<file path="src/rtl/vga_in_decoder.sv">
// VGA input decoder: measures line/frame timing, locks to the expected raster
// and emits active-area pixels with X/Y coordinates once locked.
module vga_in_decoder #(
  parameter int H_TOTAL  = 800,
  parameter int V_TOTAL  = 525,
  parameter int H_ACTIVE = 640,
  parameter int V_ACTIVE = 480
) (
  input  logic        ul1Clock,
  input  logic        ul1Reset_n,
  input  logic        ul1PixelEn,
  input  logic [7:0]  ul8Red,
  input  logic [7:0]  ul8Green,
  input  logic [7:0]  ul8Blue,
  input  logic        ul1Blank_n,
  input  logic        ul1HSync,
  input  logic        ul1VSync,
  output logic        ul1PixelValid,
  output logic [23:0] ul24Pixel,
  output logic [10:0] ul11X,
  output logic [9:0]  ul10Y,
  output logic        ul1FrameStart,
  output logic        ul1Locked,
  output logic        ul1TimingErr,
  output logic [11:0] ul12LineLen,
  output logic [10:0] ul11FrameLines
);

  typedef enum logic [1:0] {SEARCH, ACQUIRE, LOCKED} state_t;

  function automatic logic [11:0] inc_sat12(input logic [11:0] v);
    return (v == '1) ? v : v + 12'd1;
  endfunction

  function automatic logic [10:0] inc_sat11(input logic [10:0] v);
    return (v == '1) ? v : v + 11'd1;
  endfunction

  function automatic logic [9:0] inc_sat10(input logic [9:0] v);
    return (v == '1) ? v : v + 10'd1;
  endfunction

  // Reset asserts asynchronously; release is retimed so sampling resumes on
  // the second rising edge after ul1Reset_n goes high.
  logic rst_sync_n;
  always_ff @(posedge ul1Clock or negedge ul1Reset_n) begin
    if (!ul1Reset_n) rst_sync_n <= 1'b0;
    else             rst_sync_n <= 1'b1;
  end

  // ---- stage p0: input registers ----
  logic        vld_p0, hs_p0, vs_p0, blank_p0;
  logic [23:0] rgb_p0;

  always_ff @(posedge ul1Clock or negedge rst_sync_n) begin
    if (!rst_sync_n) begin
      vld_p0   <= 1'b0;
      hs_p0    <= 1'b0;
      vs_p0    <= 1'b0;
      blank_p0 <= 1'b0;
    end else begin
      vld_p0   <= ul1PixelEn;
      hs_p0    <= ul1HSync;
      vs_p0    <= ul1VSync;
      blank_p0 <= ul1Blank_n;
    end
  end

  always_ff @(posedge ul1Clock) begin
    rgb_p0 <= {ul8Red, ul8Green, ul8Blue};
  end

  // ---- stage p0 -> p1: edge detection, measurement and lock control ----
  logic        hs_prev, vs_prev, blank_prev;
  logic [11:0] line_cnt;
  logic [10:0] frame_cnt;
  logic        lines_ok, had_active;
  logic [10:0] x_cnt;
  logic [9:0]  y_cnt;
  state_t      state_q, state_d;

  logic        hs_fall, vs_fall, blank_rise, blank_fall, active;
  logic        line_ok, frame_ok, bad_timing, err_d, out_en;
  logic [10:0] pix_x;
  logic [9:0]  pix_y;

  assign hs_fall    = vld_p0 & hs_prev & ~hs_p0;
  assign vs_fall    = vld_p0 & vs_prev & ~vs_p0;
  assign blank_rise = vld_p0 & ~blank_prev & blank_p0;
  assign blank_fall = vld_p0 & blank_prev & ~blank_p0;
  assign active     = vld_p0 & blank_p0;

  assign pix_x = blank_rise ? 11'd0 : x_cnt;
  assign pix_y = vs_fall ? 10'd0 : y_cnt;

  // A line ending on the VSync fall still belongs to the frame being closed.
  assign line_ok    = (line_cnt == 12'(H_TOTAL));
  assign frame_ok   = lines_ok & (~hs_fall | line_ok) & (frame_cnt == 11'(V_TOTAL));
  assign bad_timing = (hs_fall & ~line_ok)
                    | (vs_fall & (frame_cnt != 11'(V_TOTAL)))
                    | (active & ((pix_x >= 11'(H_ACTIVE)) | (pix_y >= 10'(V_ACTIVE))));

  always_comb begin
    state_d = state_q;
    err_d   = 1'b0;
    out_en  = 1'b0;
    case (state_q)
      SEARCH:  if (vs_fall) state_d = ACQUIRE;
      ACQUIRE: if (vs_fall && frame_ok) state_d = LOCKED;
      LOCKED: begin
        if (bad_timing) begin
          state_d = SEARCH;
          err_d   = 1'b1;
        end else begin
          out_en = active;
        end
      end
      default: state_d = SEARCH;
    endcase
  end

  always_ff @(posedge ul1Clock or negedge rst_sync_n) begin
    if (!rst_sync_n) begin
      hs_prev        <= 1'b0;
      vs_prev        <= 1'b0;
      blank_prev     <= 1'b0;
      line_cnt       <= '0;
      frame_cnt      <= '0;
      lines_ok       <= 1'b0;
      had_active     <= 1'b0;
      x_cnt          <= '0;
      y_cnt          <= '0;
      ul12LineLen    <= '0;
      ul11FrameLines <= '0;
    end else if (vld_p0) begin
      hs_prev    <= hs_p0;
      vs_prev    <= vs_p0;
      blank_prev <= blank_p0;

      if (hs_fall) begin
        ul12LineLen <= line_cnt;
        line_cnt    <= 12'd1;
      end else begin
        line_cnt <= inc_sat12(line_cnt);
      end

      // VSync is handled first, so a coincident HSync fall opens line 1.
      if (vs_fall) begin
        ul11FrameLines <= frame_cnt;
        frame_cnt      <= hs_fall ? 11'd1 : 11'd0;
        lines_ok       <= 1'b1;
      end else if (hs_fall) begin
        frame_cnt <= inc_sat11(frame_cnt);
        if (!line_ok) lines_ok <= 1'b0;
      end

      if (active) x_cnt <= inc_sat11(pix_x);

      if (vs_fall) begin
        y_cnt      <= 10'd0;
        had_active <= active;
      end else if (blank_fall) begin
        if (had_active) y_cnt <= inc_sat10(y_cnt);
        had_active <= 1'b0;
      end else if (active) begin
        had_active <= 1'b1;
      end
    end
  end

  // ---- stage p1: output registers ----
  always_ff @(posedge ul1Clock or negedge rst_sync_n) begin
    if (!rst_sync_n) begin
      state_q       <= SEARCH;
      ul1TimingErr  <= 1'b0;
      ul1PixelValid <= 1'b0;
      ul1FrameStart <= 1'b0;
      ul24Pixel     <= '0;
      ul11X         <= '0;
      ul10Y         <= '0;
    end else begin
      state_q       <= state_d;
      ul1TimingErr  <= err_d;
      ul1PixelValid <= out_en;
      ul1FrameStart <= out_en & (pix_x == 11'd0) & (pix_y == 10'd0);
      if (out_en) begin
        ul24Pixel <= rgb_p0;
        ul11X     <= pix_x;
        ul10Y     <= pix_y;
      end
    end
  end

  assign ul1Locked = (state_q == LOCKED);

endmodule

</file>
<file path="config.mk">
export PLATFORM = sky130hd
export DESIGN_NAME = vga_in_decoder
export DESIGN_NICKNAME = d
export VERILOG_FILES = /design/src/rtl/vga_in_decoder.sv
export SDC_FILE = /design/constraint.sdc
export NUM_CORES = 1
export LEC_CHECK = 0
export ABC_AREA = 1
export CORE_MARGIN = 1.5
export CORE_UTILIZATION = 34
export DETAILED_ROUTE_END_ITERATION = 8
export GPL_ROUTABILITY_DRIVEN = 0
export PLACE_DENSITY_LB_ADDON = 0.08
export SYNTH_ARGS = -nofsm -noshare
export SYNTH_HDL_FRONTEND = slang
export SYNTH_SLANG_ARGS = --single-unit
</file>
<file path="constraint.sdc">
create_clock -name ul1Clock -period 4.7 [get_ports ul1Clock]
set_input_delay 0.94 -clock ul1Clock [delete_from_list [all_inputs] [get_ports ul1Clock]]
set_output_delay 0.94 -clock ul1Clock [all_outputs]
set_load 0.05 [all_outputs]
</file>
==> impl_metrics.prom <==
# TYPE chip_impl_metric gauge
chip_impl_metric{name="p_int",unit="mW"} 2.42
chip_impl_info{name="endpoint_kind_of_the_worst_setup_timing_path",value="output pin"} 1
chip_impl_metric{name="critical_path_arrival",unit="ns"} 1.87
chip_impl_metric{name="clock.fmax",unit="GHz"} 0.356
chip_impl_metric{name="switching_share",unit="%"} 32.9
chip_impl_metric{name="filler_cell_count",unit=""} 1900
chip_impl_metric{name="clkLatencyLatePin",unit="ns"} 0.43
chip_impl_info{name="worst_setup_path_start_kind",value="flop"} 1
chip_impl_metric{name="ys_seq_elements",unit=""} 151
chip_impl_info{name="crit_type",value="flop to output pin"} 1
chip_impl_metric{name="finalSetupViolations",unit=""} 0
chip_impl_metric{name="num_rows",unit=""} 51
chip_impl_metric{name="maximum_number_of_pins_on_one_net_before_global_route_repair",unit=""} 59
chip_impl_metric{name="share_clk_of_total_power",unit="%"} 38.3
chip_impl_metric{name="routed_wl",unit="mm"} 15.9
chip_impl_metric{name="maxSlewViolCount",unit=""} 0
chip_impl_metric{name="timing.final.crit_share",unit="%"} 59.8
chip_impl_info{name="result_of_the_run",value="finished clean"} 1
chip_impl_metric{name="vias_per_cell",unit=""} 4.77
chip_impl_metric{name="postCtsResizedCells",unit=""} 0
chip_impl_metric{name="routedWlPerCell",unit="um"} 13.8
chip_impl_metric{name="min_period",unit="ns"} 2.81
chip_impl_metric{name="reg2reg_setup_slack",unit="ns"} 1.91
chip_impl_info{name="yosys_most_used_dff",value="sky130_fd_sc_hd__dfrtp_1"} 1
chip_impl_info{name="mostFrequentLayoutCells",value="sky130_fd_sc_hd__nand2_1, sky130_fd_sc_hd__dfrtp_1, sky130_fd_sc_hd__clkdlybuf4s50_1, sky130_fd_sc_hd__nand3_1, sky130_fd_sc_hd__inv_1"} 1
chip_impl_metric{name="dieWidth",unit="um"} 143
chip_impl_metric{name="synth_area_per_cell",unit="um^2"} 8.57
chip_impl_info{name="layout.cells.most_common",value="sky130_fd_sc_hd__nand2_1"} 1
chip_impl_metric{name="maxSlewHeadroom",unit="%"} 47.1
chip_impl_metric{name="num-nets-final",unit=""} 911
chip_impl_metric{name="cts-root-to-sink-buffers",unit=""} 2
chip_impl_metric{name="tightest_pin_transition",unit="ns"} 0.788
chip_impl_metric{name="routed_via_count",unit=""} 5499
chip_impl_info{name="cts_tree",value="done"} 1
chip_impl_metric{name="layout-drive-gt1-share",unit="%"} 7.55
chip_impl_metric{name="postRouteAntennaNets",unit=""} 0
chip_impl_metric{name="irDropWorstVdd",unit="V"} 0.000266
chip_impl_metric{name="synth_async_sr_flop_share",unit="%"} 84.1
chip_impl_metric{name="cts_inserted_buffers",unit=""} 17
chip_impl_metric{name="clock_sinks",unit=""} 151
chip_impl_metric{name="synthCells",unit=""} 778
chip_impl_metric{name="first_pass_iters",unit=""} 5
chip_impl_metric{name="p_seq_share",unit="%"} 43.1
chip_impl_metric{name="detailed_place_hpwl",unit="mm"} 10.8
chip_impl_metric{name="p_leak",unit="nW"} 4.01
chip_impl_metric{name="track_usage",unit="%"} 16.6
chip_impl_metric{name="p_per_area",unit="nW/um^2"} 427
chip_impl_metric{name="postSynthNetCount",unit=""} 815
chip_impl_metric{name="netlist_area",unit="um^2"} 6670
chip_impl_metric{name="start_util",unit="%"} 34.5
chip_impl_metric{name="cp_data_required_time",unit="ns"} 3.76
chip_impl_metric{name="number_of_global_route_vias_before_repair",unit=""} 5235
chip_impl_info{name="cts_root_buf",value="sky130_fd_sc_hd__clkbuf_16"} 1
chip_impl_metric{name="max-cap-violations",unit=""} 0
chip_impl_info{name="yosysTopAreaCell",value="sky130_fd_sc_hd__dfrtp_1"} 1
chip_impl_metric{name="grt_pass1_wl",unit="mm"} 26.4
chip_impl_metric{name="hold-worst-slack",unit="ns"} 0.200
chip_impl_metric{name="drt_first_iter_violations",unit=""} 485
chip_impl_metric{name="coreArea",unit="um^2"} 19300
chip_impl_metric{name="synth_top_area_share",unit="%"} 47.7
chip_impl_metric{name="htree_num_levels",unit=""} 4
chip_impl_metric{name="synth.yosys.warnings",unit=""} 0
chip_impl_metric{name="num_io_pins",unit=""} 102
chip_impl_metric{name="netlist-cell-type-count",unit=""} 40
chip_impl_metric{name="cts.reportedPaths.clkPinSlew",unit="ns"} 0.07
chip_impl_metric{name="insertedDiodeCount",unit=""} 0
chip_impl_info{name="synth.top_cells.by_area",value="sky130_fd_sc_hd__dfrtp_1, sky130_fd_sc_hd__nand2_1, sky130_fd_sc_hd__dfxtp_1"} 1
chip_impl_metric{name="port_buffers",unit=""} 101
chip_impl_metric{name="grt_antenna_before_repair",unit=""} 0
chip_impl_metric{name="setup-tns-final",unit="ns"} 0
chip_impl_metric{name="route.detailed.drc",unit=""} 0
chip_impl_metric{name="synth_edf_count",unit=""} 0
chip_impl_info{name="hold_wc_path_type",value="flop to async pin"} 1
chip_impl_metric{name="areaGrowthSynthToFinish",unit="%"} 26.9
chip_impl_metric{name="pwr-share-comb",unit="%"} 18.6
chip_impl_info{name="rsz_0062_raised_after_global_routing",value="false"} 1
chip_impl_metric{name="total_switching_power",unit="mW"} 1.19
chip_impl_metric{name="post-cts-setup-buffers",unit=""} 0
chip_impl_metric{name="dieArea",unit="um^2"} 20500
chip_impl_metric{name="portion_of_the_post_synthesis_area_used_by_sequential_elements",unit="%"} 54.9
chip_impl_metric{name="cts.hold.buffers_added",unit=""} 0
chip_impl_metric{name="cp_max_fo",unit=""} 4
chip_impl_metric{name="fin_worst_skew",unit="ns"} 0.0115
chip_impl_metric{name="overflow",unit=""} 0
chip_impl_metric{name="floorplan.die.height",unit="um"} 143
chip_impl_metric{name="finalHoldViolCount",unit=""} 0
-- worst max-delay path: stages (launching register included) --
cell                              delay [ns]
sky130_fd_sc_hd__dfrtp_1                0.43
sky130_fd_sc_hd__nor2_4                 0.19
sky130_fd_sc_hd__clkdlybuf4s50_1        0.82
-- metrics by stage --
step,instances,area [um^2],utilization [%],power (mW),worst slack (ns)
2_1_floorplan,778,6670,-,2.04,0.870
3_3_place_gp,1120,7870,40.7,2.24,1.98
3_5_place_dp,1120,7870,40.7,2.25,1.85
4_1_cts,1152,8460,43.8,3.66,1.85
5_1_grt,1152,8460,43.8,3.81,1.49
6_report,1152,8460,43.8,3.61,1.89
-- cells by family after synthesis --
kind of cell               synth area share [%]
xor gates and xnor gates                   1.58
buffers and inverters                      7.17
DFF                                        54.9
other                                    0.0563
and+or+nand+nor                            28.6
adders and majority gates                  1.31
AOI/OAI and AO/OA                          6.40
-- synthesized netlist by cell type (2+ instances only) --
| cell type | n |
|---|---|
| sky130_fd_sc_hd__nand2_1 | 229 |
| sky130_fd_sc_hd__nor2_2 | 4 |
| sky130_fd_sc_hd__clkinv_1 | 4 |
| sky130_fd_sc_hd__nand4_1 | 19 |
| sky130_fd_sc_hd__nand3b_1 | 2 |
| sky130_fd_sc_hd__buf_2 | 7 |
| sky130_fd_sc_hd__nand2_2 | 6 |
| sky130_fd_sc_hd__buf_4 | 3 |
| sky130_fd_sc_hd__inv_2 | 2 |
| sky130_fd_sc_hd__o21ai_0 | 55 |
| sky130_fd_sc_hd__inv_1 | 71 |
| sky130_fd_sc_hd__nor2_4 | 3 |
| sky130_fd_sc_hd__nand3_1 | 84 |
| sky130_fd_sc_hd__a21oi_1 | 12 |
| sky130_fd_sc_hd__dfxtp_1 | 24 |
| sky130_fd_sc_hd__clkbuf_1 | 11 |
| sky130_fd_sc_hd__or2_2 | 3 |
| sky130_fd_sc_hd__nor3_1 | 16 |
| sky130_fd_sc_hd__ha_1 | 7 |
| sky130_fd_sc_hd__nand3_4 | 2 |
| sky130_fd_sc_hd__nand3_2 | 3 |
| sky130_fd_sc_hd__o31ai_1 | 5 |
| sky130_fd_sc_hd__nor2_1 | 46 |
| sky130_fd_sc_hd__dfrtp_1 | 127 |
| sky130_fd_sc_hd__xor2_1 | 11 |
| sky130_fd_sc_hd__buf_6 | 8 |
-- cell type report --
cell class | instances | area (um^2) | area share [%]
clock buffer | 17 | 425 | 5.03
tap | 265 | 332 | 3.92
inverter | 77 | 289 | 3.42
sequential | 151 | 3660 | 43.3
clock inverter | 15 | 170 | 2.01
multi-input combinational | 521 | 2530 | 29.9
timing repair buffer | 106 | 1050 | 12.4
-- layer usage --
layer	global-route usage, %	wire [um]
met3	4.19	618
met4	5.91	218
met2	25.3	7540
met5	0	0
met1	22.8	7540
-- sequential cells by signal, indices dropped and copies added, names as in the netlist, 2 cells and up --
| name | count |
|---|---|
| frame_cnt | 11 |
| line_cnt | 12 |
| rgb_p0 | 24 |
| state_q | 2 |
| ul10Y | 10 |
| ul11FrameLines | 11 |
| ul11X | 11 |
| ul12LineLen | 12 |
| ul24Pixel | 24 |
| x_cnt | 11 |
| y_cnt | 10 |
-- power by group through the flow --
| stage | registers (mW) | logic [mW] | clock network (mW) |
|---|---|---|---|
| global placement | 1.58 | 0.666 | 0 |
| finish | 1.55 | 0.673 | 1.38 |
| CTS | 1.55 | 0.679 | 1.42 |
| detailed placement | 1.58 | 0.676 | 0 |
| global route | 1.58 | 0.752 | 1.48 |
| floorplan | 1.69 | 0.349 | 0 |
-- worst paths after layout --
| path | from | end | cells after the start |
|---|---|---|---|
| min in group ul1Clock | rgb_p0[0] | ul24Pixel[0] | 2 |
| max in group asynchronous | rst_sync_n | ul12LineLen[10] | 1 |
| worst max register to register | vld_p0 | ul11X[2] | 9 |
| worst min register to register | rst_sync_n | y_cnt[6] | 0 |
| worst min-delay path | rst_sync_n | y_cnt[6] | 0 |
| worst max-delay path | state_q[0] | ul1Locked | 2 |
Power figures use the tool's default switching activity.
